### src/rtl/control_decoder_pkg.sv
// Shared opcode constants, datapath-select encodings and the control bundle
// used by the instruction decoder and its pipeline register.
package control_decoder_pkg;

  typedef enum logic [6:0] {
    OP_ARI_RTYPE = 7'b0110011,
    OP_ARI_ITYPE = 7'b0010011,
    OP_LOAD      = 7'b0000011,
    OP_STORE     = 7'b0100011,
    OP_BRANCH    = 7'b1100011,
    OP_LUI       = 7'b0110111,
    OP_AUIPC     = 7'b0010111,
    OP_JAL       = 7'b1101111,
    OP_JALR      = 7'b1100111
  } opcode_e;

  typedef enum logic [1:0] {
    SRC_A_RS1  = 2'b00,
    SRC_A_ZERO = 2'b01
  } alu_src_a_e;

  typedef enum logic [1:0] {
    SRC_B_RS2 = 2'b00,
    SRC_B_IMM = 2'b01
  } alu_src_b_e;

  typedef enum logic [1:0] {
    ALU_OP_ADD    = 2'b00,
    ALU_OP_BRANCH = 2'b01,
    ALU_OP_RTYPE  = 2'b10,
    ALU_OP_ITYPE  = 2'b11
  } alu_op_e;

  // All-zero value of this bundle is the pipeline bubble: no side effects.
  typedef struct packed {
    logic       reg_write;
    logic       mem_write;
    logic       mem_read;
    logic       mem_to_reg;
    logic       pc_src;
    logic [1:0] alu_src_a;
    logic [1:0] alu_src_b;
    logic [1:0] alu_op;
    logic       illegal;
  } ctrl_t;

endpackage

### src/rtl/control_decode.sv
// Purely combinational RV32I opcode to datapath-control decode.
module control_decode
  import control_decoder_pkg::*;
(
  input  logic [6:0] opcode,
  output ctrl_t      ctrl
);

  always_comb begin
    ctrl = '0;
    case (opcode)
      OP_ARI_RTYPE: begin
        ctrl.reg_write = 1'b1;
        ctrl.alu_op    = ALU_OP_RTYPE;
      end
      OP_ARI_ITYPE: begin
        ctrl.reg_write = 1'b1;
        ctrl.alu_src_b = SRC_B_IMM;
        ctrl.alu_op    = ALU_OP_ITYPE;
      end
      OP_LOAD: begin
        ctrl.reg_write  = 1'b1;
        ctrl.mem_read   = 1'b1;
        ctrl.mem_to_reg = 1'b1;
        ctrl.alu_src_b  = SRC_B_IMM;
      end
      OP_STORE: begin
        ctrl.mem_write = 1'b1;
        ctrl.alu_src_b = SRC_B_IMM;
      end
      OP_BRANCH: begin
        ctrl.pc_src = 1'b1;
        ctrl.alu_op = ALU_OP_BRANCH;
      end
      OP_LUI: begin
        ctrl.reg_write = 1'b1;
        ctrl.alu_src_a = SRC_A_ZERO;
        ctrl.alu_src_b = SRC_B_IMM;
      end
      // Jump targets are formed outside this block, so pc_src stays low.
      OP_AUIPC, OP_JAL, OP_JALR: begin
        ctrl.reg_write = 1'b1;
      end
      default: begin
        ctrl.illegal = 1'b1;
      end
    endcase
  end

endmodule

### src/rtl/control_decoder.sv
// Instruction control decoder: combinational decode plus a pipeline register
// bank with flush (bubble insert) priority over advance.
module control_decoder
  import control_decoder_pkg::*;
(
  input  logic       clk,
  input  logic       rst,
  input  logic [6:0] opcode,
  input  logic       en,
  input  logic       flush,
  output logic       reg_write,
  output logic       mem_write,
  output logic       mem_read,
  output logic       mem_to_reg,
  output logic       pc_src,
  output logic [1:0] alu_src_a,
  output logic [1:0] alu_src_b,
  output logic [1:0] alu_op,
  output logic       illegal,
  output logic       reg_write_q,
  output logic       mem_write_q,
  output logic       mem_read_q,
  output logic       mem_to_reg_q,
  output logic       pc_src_q,
  output logic [1:0] alu_src_a_q,
  output logic [1:0] alu_src_b_q,
  output logic [1:0] alu_op_q,
  output logic       illegal_q
);

  ctrl_t ctrl;
  ctrl_t ctrl_q;

  control_decode u_decode (
    .opcode (opcode),
    .ctrl   (ctrl)
  );

  always_ff @(posedge clk or posedge rst) begin
    if (rst) begin
      ctrl_q <= '0;
    end else if (flush) begin
      ctrl_q <= '0;
    end else if (en) begin
      ctrl_q <= ctrl;
    end
  end

  assign reg_write  = ctrl.reg_write;
  assign mem_write  = ctrl.mem_write;
  assign mem_read   = ctrl.mem_read;
  assign mem_to_reg = ctrl.mem_to_reg;
  assign pc_src     = ctrl.pc_src;
  assign alu_src_a  = ctrl.alu_src_a;
  assign alu_src_b  = ctrl.alu_src_b;
  assign alu_op     = ctrl.alu_op;
  assign illegal    = ctrl.illegal;

  assign reg_write_q  = ctrl_q.reg_write;
  assign mem_write_q  = ctrl_q.mem_write;
  assign mem_read_q   = ctrl_q.mem_read;
  assign mem_to_reg_q = ctrl_q.mem_to_reg;
  assign pc_src_q     = ctrl_q.pc_src;
  assign alu_src_a_q  = ctrl_q.alu_src_a;
  assign alu_src_b_q  = ctrl_q.alu_src_b;
  assign alu_op_q     = ctrl_q.alu_op;
  assign illegal_q    = ctrl_q.illegal;

endmodule

### config.mk
export PLATFORM = sky130hd
export DESIGN_NAME = control_decoder
export DESIGN_NICKNAME = d
export VERILOG_FILES = /design/src/rtl/control_decoder_pkg.sv /design/src/rtl/control_decode.sv /design/src/rtl/control_decoder.sv
export SDC_FILE = /design/constraint.sdc
export NUM_CORES = 1
export LEC_CHECK = 0
export CORE_MARGIN = 2
export CORE_UTILIZATION = 45
export CTS_CLUSTER_SIZE = 12
export DETAILED_ROUTE_END_ITERATION = 12
export DONT_BUFFER_PORTS = 1
export SLEW_MARGIN = 25
export SYNTH_ARGS = -nofsm -noshare
export SYNTH_HDL_FRONTEND = slang
export SYNTH_SLANG_ARGS = --single-unit
### constraint.sdc
create_clock -name clk -period 1.2 [get_ports clk]
set_clock_uncertainty 0.15 [all_clocks]
set_input_delay 0.24 -clock clk [delete_from_list [all_inputs] [get_ports clk]]
set_output_delay 0.24 -clock clk [all_outputs]
set_load 0.01 [all_outputs]
==> impl_metrics.py, run 1 <==
metrics = {
    "run_status": {
        "outcome": "finished, violations left",
        "violations": "negative setup slack",
    },
    "sta": {
        "finalCriticalPeriod_ps": 1240,
        "setup_viol": 3,
        "setup_slack_ps": -36.3,
        "report.final.slew_viol_count": 0,
        "final.setup.tns_ps": -81.6,
        "max_freq_mhz": 809,
        "hold_viol": 0,
        "final.period_utilization": 1.03,
        "rsz0062_at_grt": "yes",
        "fin_hold_ws_ps": 11.3,
    },
    "hold_path": {
        "hold_path_end": "alu_src_a_q[0]$_DFFE_PP0P_",
        "worstHoldPathCells": 2,
        "min_from": "en",
        "hp-class": "in2reg",
    },
    "pwr": {
        "comb_power_share": 0.141,
        "p_seq_frac": 0.497,
        "powerDensity_nw_per_um2": 858,
        "p_sw_frac": 0.241,
        "ir_drop_uv": 338,
        "p_clk_frac": 0.361,
        "leakagePower_nw": 0.313,
        "power.switching_uw": 152,
        "p_int_uw": 481,
    },
    "cts": {
        "cts_made_buffers": 3,
        "clk_latency_ps": 260,
        "cts_tree": "yes",
        "clk_path_buf_depth": 2,
        "htreeDepth": 1,
        "cts.sinks": 9,
        "cts-root-buf": "clkbuf_4",
        "clk_pin_slew_ps": 60,
    },
    "synthesis": {
        "syn-cell-area_um2": 618,
        "synth_edf_count": 0,
        "yosysMostFrequentCell": "dfrtp_1",
        "synth_top_area_share": 0.364,
        "synth.avg_cell_area_um2": 9.51,
        "synth-main-ff-cell": "dfrtp_1",
        "synth_commonest_cells": "9 x dfrtp_1, 6 x buf_4, 5 x nor2_1",
        "async_reset_ff_frac": 1.00,
        "yosysSeqAreaShare": 0.364,
        "synth_area_leaders": "dfrtp_1 36%, buf_4 7.3%, and4bb_2 4.0%",
        "syn_inst": 65,
        "ys_warn_count": 0,
        "ys_types": 32,
        "yosys.area.top_type": "dfrtp_1",
        "ys_seq_elements": 9,
    },
    "global_route": {
        "antenna_found_initial": 0,
        "grtUsageTotal": 0.184,
        "grt_overflow": 0,
        "grt_pass1_vias": 435,
        "grt_pass1_wl_um": 1940,
        "grt_start_max_net_pins": 10,
    },
    "finish": {
        "multi_input_area_um2": 383,
        "stdcell_area_um2": 738,
        "diodes": 0,
        "seq_area_um2": 225,
        "nFillCells": 133,
        "area_growth_pct": 19.4,
        "drive_above_1_share": 0.296,
        "final_nets": 83,
    },
    "detailed_routing": {
        "drt_pre_antenna_iters": 3,
        "routed_wl_um": 1320,
        "drtAntennaViolNets": 0,
        "drt_iter0_markers": 6,
        "vias": 484,
        "drc_errors": 0,
        "via_per_inst": 5.63,
        "wl_per_cell_um": 15.4,
    },
    "floorplan": {
        "dieWidth_um": 41.1,
        "coreArea_um2": 1280,
        "die_area_um2": 1690,
        "ioPinCount": 35,
        "rows": 13,
        "start_util": 0.481,
        "die_y_um": 41.1,
    },
    "critical_path": {
        "r2r_end": "pc_src_q$_DFFE_PP0P_",
        "crit_fanout": 4,
        "slowest_stage": "and4bb_2",
        "r2r-start": "pc_src_q$_DFFE_PP0P_",
        "cp.arrival_ps": 850,
        "startpoint_type": "primary input",
        "end_kind": "output pin",
        "cp.required_ps": 810,
        "max_stage_delay_ps": 320,
        "timing.reg2reg.setup_slack_ps": 170,
        "cp_cell_sequence": "and4bb_2, o2bb2ai_4, buf_12",
        "r2r.worst_path.cells": 2,
        "critical_path_class": "in2out",
    },
    "placed_design": {
        "place.gp.congestion": 0.652,
        "port_buffers": 0,
        "placed_cell_area_um2": 634,
        "hpwl_um": 1020,
    },
    "job": {
        "max_cap_violations": 0,
    },
}
-- placed cells by master, fill, tap and decap left out, types with 3 or more instances in the layout --
cell           n
clkbuf_4       3
nor2_1         3
nand2_1        3
conb_1         4
a21oi_1        4
dfrtp_1        9
dlygate4sd3_1  5
-- flip-flops by register name, summed over array words and instances (netlist names) --
signal and flops:
alu_op_q 2, reg_write_q 1, alu_src_a_q 1, pc_src_q 1
mem_to_reg_q 1, mem_write_q 1, alu_src_b_q 1, illegal_q 1
-- critical path: cells and delay by family --
kind / cells / cell delay (ps)
compound gates: 1 / 160
simple gates: 1 / 320
buf+inv: 1 / 130
-- metrics by stage --
step	worst slack, ps	cells	utilization	total power, mW
3_5_place_dp	-91.8	77	0.494	0.391
2_1_floorplan	-84.9	68	-	0.401
6_report	-36.3	86	0.574	0.633
3_3_place_gp	-83.4	77	0.494	0.391
4_1_cts	-40.2	86	0.567	0.644
5_1_grt	-60.9	86	0.574	0.666
-- worst max-delay path by stage --
stage	from	endpoint	slack, ps	cells after the start
6_report	opcode[3]	reg_write	-40	3
5_1_grt	opcode[3]	reg_write	-60	3
4_1_cts	opcode[3]	reg_write	-40	3
3_5_place_dp	opcode[2]	mem_write_q$_DFFE_PP0P_	-90	3
3_3_place_gp	opcode[2]	mem_write_q$_DFFE_PP0P_	-80	3
2_1_floorplan	opcode[6]	alu_op[0]	-80	3
-- what timing repair did --
item,4_1_cts,5_1_grt
gates cloned,0,0
resized for setup,2,2
hold endpoints to repair,14,0
endpoints found under the setup margin,5,4
hold buffers,5,0
setup buffers,0,0
pin swaps,0,1
-- cells by family after synthesis --
group,count (synthesis),share of synthesized area
AO/OA/AOI/OAI,15,0.172
buffers and inverters,10,0.121
AND/OR/NAND/NOR,30,0.336
flip-flops,9,0.364
other,1,0.00607
-- final cells by class --
cell class / count / share of cell area
Multi-Input combinational cell: 49 / 0.519
Sequential cell: 9 / 0.305
Timing Repair Buffer: 7 / 0.105
Clock buffer: 4 / 0.0356
Tap cell: 15 / 0.0254
Inverter: 2 / 0.0102
-- power by group through the flow --
stage / sequential [mW] / clock, mW / combinational, mW
floorplan: 0.320 / 0 / 0.0814
global placement: 0.321 / 0 / 0.0699
detailed placement: 0.321 / 0 / 0.0702
CTS: 0.315 / 0.240 / 0.0888
global route: 0.315 / 0.251 / 0.0996
finish: 0.315 / 0.229 / 0.0894
-- layer usage --
metal / share of wire / wire length, um / global-route usage / vias up
li1: - / - / - / 235
met1: 0.42 / 562 / 0.228 / 226
met2: 0.47 / 627 / 0.273 / 21
met3: 0.091 / 121 / 0.0489 / 2
met4: 0.0091 / 12 / 0.125 / 0
met5: 0 / 0 / 0 / -
Note: power is estimated with default switching activity, not from simulation.
==> run 2: changes to the inputs <==
--- a/config.mk
+++ b/config.mk
@@ -5,11 +5,14 @@
 export SDC_FILE = /design/constraint.sdc
 export NUM_CORES = 1
 export LEC_CHECK = 0
+export CELL_PAD_IN_SITES_DETAIL_PLACEMENT = 0
+export CELL_PAD_IN_SITES_GLOBAL_PLACEMENT = 1
 export CORE_MARGIN = 2
-export CORE_UTILIZATION = 45
+export CORE_UTILIZATION = 41
 export CTS_CLUSTER_SIZE = 12
 export DETAILED_ROUTE_END_ITERATION = 12
 export DONT_BUFFER_PORTS = 1
+export PLACE_DENSITY_LB_ADDON = 0.1
 export SLEW_MARGIN = 25
 export SYNTH_ARGS = -nofsm -noshare
 export SYNTH_HDL_FRONTEND = slang
==> constraint.sdc (replaced) <==
create_clock -name clk -period 1.3 [get_ports clk]
set_clock_uncertainty 0.15 [all_clocks]
set_input_delay 0.26 -clock clk [delete_from_list [all_inputs] [get_ports clk]]
set_output_delay 0.26 -clock clk [all_outputs]
set_load 0.01 [all_outputs]
==> run 2 against run 1 <==
Net effect: the run now ends clean; flip-flop and latch count unchanged; sequential share of layout area rose by 0.63 points; non-clock buffer count grew 1; via count is 0.41% lower; worst hold slack got worse by 5.2 ps; cell count increased by 2.3%; sequential power decreased by 7.6%; highest routed layer is now met3; critical path type unchanged; clock power down 7%; largest power group unchanged; largest cell class unchanged.
==> impl_metrics.py, run 2 (same netlist as run 1, synthesis figures left out) <==
metrics = {
    "critical_path": {
        "startpoint_type": "primary input",
        "cp.arrival_ps": 860,
        "end_kind": "output pin",
        "crit_fanout": 4,
        "critical_path_class": "in2out",
        "cp.required_ps": 890,
    },
    "placed_design": {
        "port_buffers": 0,
        "place_inst": 79,
        "hpwl_um": 983,
        "placed_cell_area_um2": 628,
        "place.gp.congestion": 0.710,
    },
    "detailed_routing": {
        "drtAntennaViolNets": 0,
        "wl_per_cell_um": 14.8,
        "vias": 482,
        "drc_errors": 0,
        "drt_pre_antenna_iters": 3,
        "drt_iter0_markers": 3,
        "via_per_inst": 5.48,
        "routed_wl_um": 1300,
    },
    "run_status": {
        "outcome": "finished clean",
    },
    "job": {
        "max_cap_violations": 0,
    },
    "sta": {
        "setup_viol": 0,
        "finalCriticalPeriod_ps": 1270,
        "report.final.slew_viol_count": 0,
        "max_freq_mhz": 787,
        "rsz0062_at_grt": "no",
        "final.period_utilization": 0.977,
        "hold_viol": 0,
    },
    "floorplan": {
        "die_y_um": 42.8,
        "start_util": 0.425,
        "coreArea_um2": 1450,
        "dieWidth_um": 42.8,
        "rows": 14,
        "die_area_um2": 1830,
        "ioPinCount": 35,
    },
    "global_route": {
        "grt_pass1_wl_um": 2140,
        "antenna_found_initial": 0,
        "grt_pass1_vias": 504,
        "grtUsageTotal": 0.158,
        "grt_start_max_net_pins": 10,
        "grt_overflow": 0,
    },
    "pwr": {
        "ir_drop_uv": 661,
        "leakagePower_nw": 0.305,
        "powerDensity_nw_per_um2": 807,
    },
    "finish": {
        "layout_commonest_cell": "dfrtp_1",
        "stdcell_area_um2": 723,
        "layout_common_cells": "9 x dfrtp_1, 5 x dlygate4sd3_1, 4 x a21oi_1, 4 x conb_1",
        "largest_register_ffs": 2,
        "final_nets": 84,
        "drive_above_1_share": 0.278,
        "diodes": 0,
        "layout.cells.non_filler": 88,
        "area_growth_pct": 17.0,
    },
    "cts": {
        "cts.sinks": 9,
        "clk_pin_slew_ps": 60,
        "htreeDepth": 1,
        "clk_path_buf_depth": 2,
        "clk_latency_ps": 260,
        "cts_made_buffers": 3,
        "cts_tree": "yes",
        "post-cts-setup-buffer-count": 0,
        "cts-root-buf": "clkbuf_4",
    },
    "hold_path": {
        "hp-class": "in2reg",
    },
}
run 2: cell types whose count changed in the layout (fill, tap and decap cells not counted), sizes merged:
cell,before,now
buf,2,3
run 2: worst paths after layout:
| path | from | end | slack, ps | cells after the start |
|---|---|---|---|---|
| max | opcode[3] | illegal | 30 | 3 |
| min | flush | reg_write_q$_DFFE_PP0P_ | 6 | 2 |
| max reg2reg | pc_src_q$_DFFE_PP0P_ | pc_src_q$_DFFE_PP0P_ | 280 | 2 |
| min reg2reg | illegal_q$_DFFE_PP0P_ | illegal_q$_DFFE_PP0P_ | 410 | 2 |
| max in group asynchronous | rst | reg_write_q$_DFFE_PP0P_ | 520 | 2 |
| min in group asynchronous | rst | illegal_q$_DFFE_PP0P_ | 240 | 2 |
run 2: cell type report:
| cell class | count | area (um^2) |
|---|---|---|
| sequential | 9 | 225 |
| inverter | 2 | 7.51 |
| fill | 148 | 731 |
| multi-input combinational | 49 | 372 |
| tap | 16 | 20.0 |
| clock buffer | 4 | 26.3 |
| timing repair buffer | 8 | 72.6 |
run 2: critical path: stages:
cell and delay, ps:
and4bb_2 240, o2bb2ai_4 170, nor2_2 180
run 2: layer usage:
layer  up-vias  wire (um)  GRT usage
met3         0        116     0.0851
li1        235          -          -
met2        19        613      0.261
met5         -          0          0
met4         0          0     0.0250
met1       228        570      0.183
run 2: metrics by stage:
| stage | hold WS, ps | utilization | TNS [ps] | total power [mW] | setup slack (ps) |
|---|---|---|---|---|---|
| floorplan | -62.1 | - | -57.4 | 0.370 | -25.7 |
| global placement | -22.1 | 0.432 | 0 | 0.358 | 0.800 |
| detailed placement | -21.1 | 0.432 | -11.3 | 0.359 | -11.3 |
| CTS | 4.81 | 0.497 | 0 | 0.594 | 20.9 |
| global route | 3.08 | 0.497 | 0 | 0.615 | 17.1 |
| finish | 6.14 | 0.497 | 0 | 0.584 | 29.9 |
run 2: timing repair:
item                       4_1_cts  5_1_grt
hold buffers                     5        0
gates resized for setup          2        0
hold endpoints to repair        13        0
setup endpoints to repair        3        0
run 2: where the power goes:
part | internal, mW | switching (mW)
logic | 0.0384 | 0.0410
clock network | 0.118 | 0.0956
registers | 0.285 | 0.00571
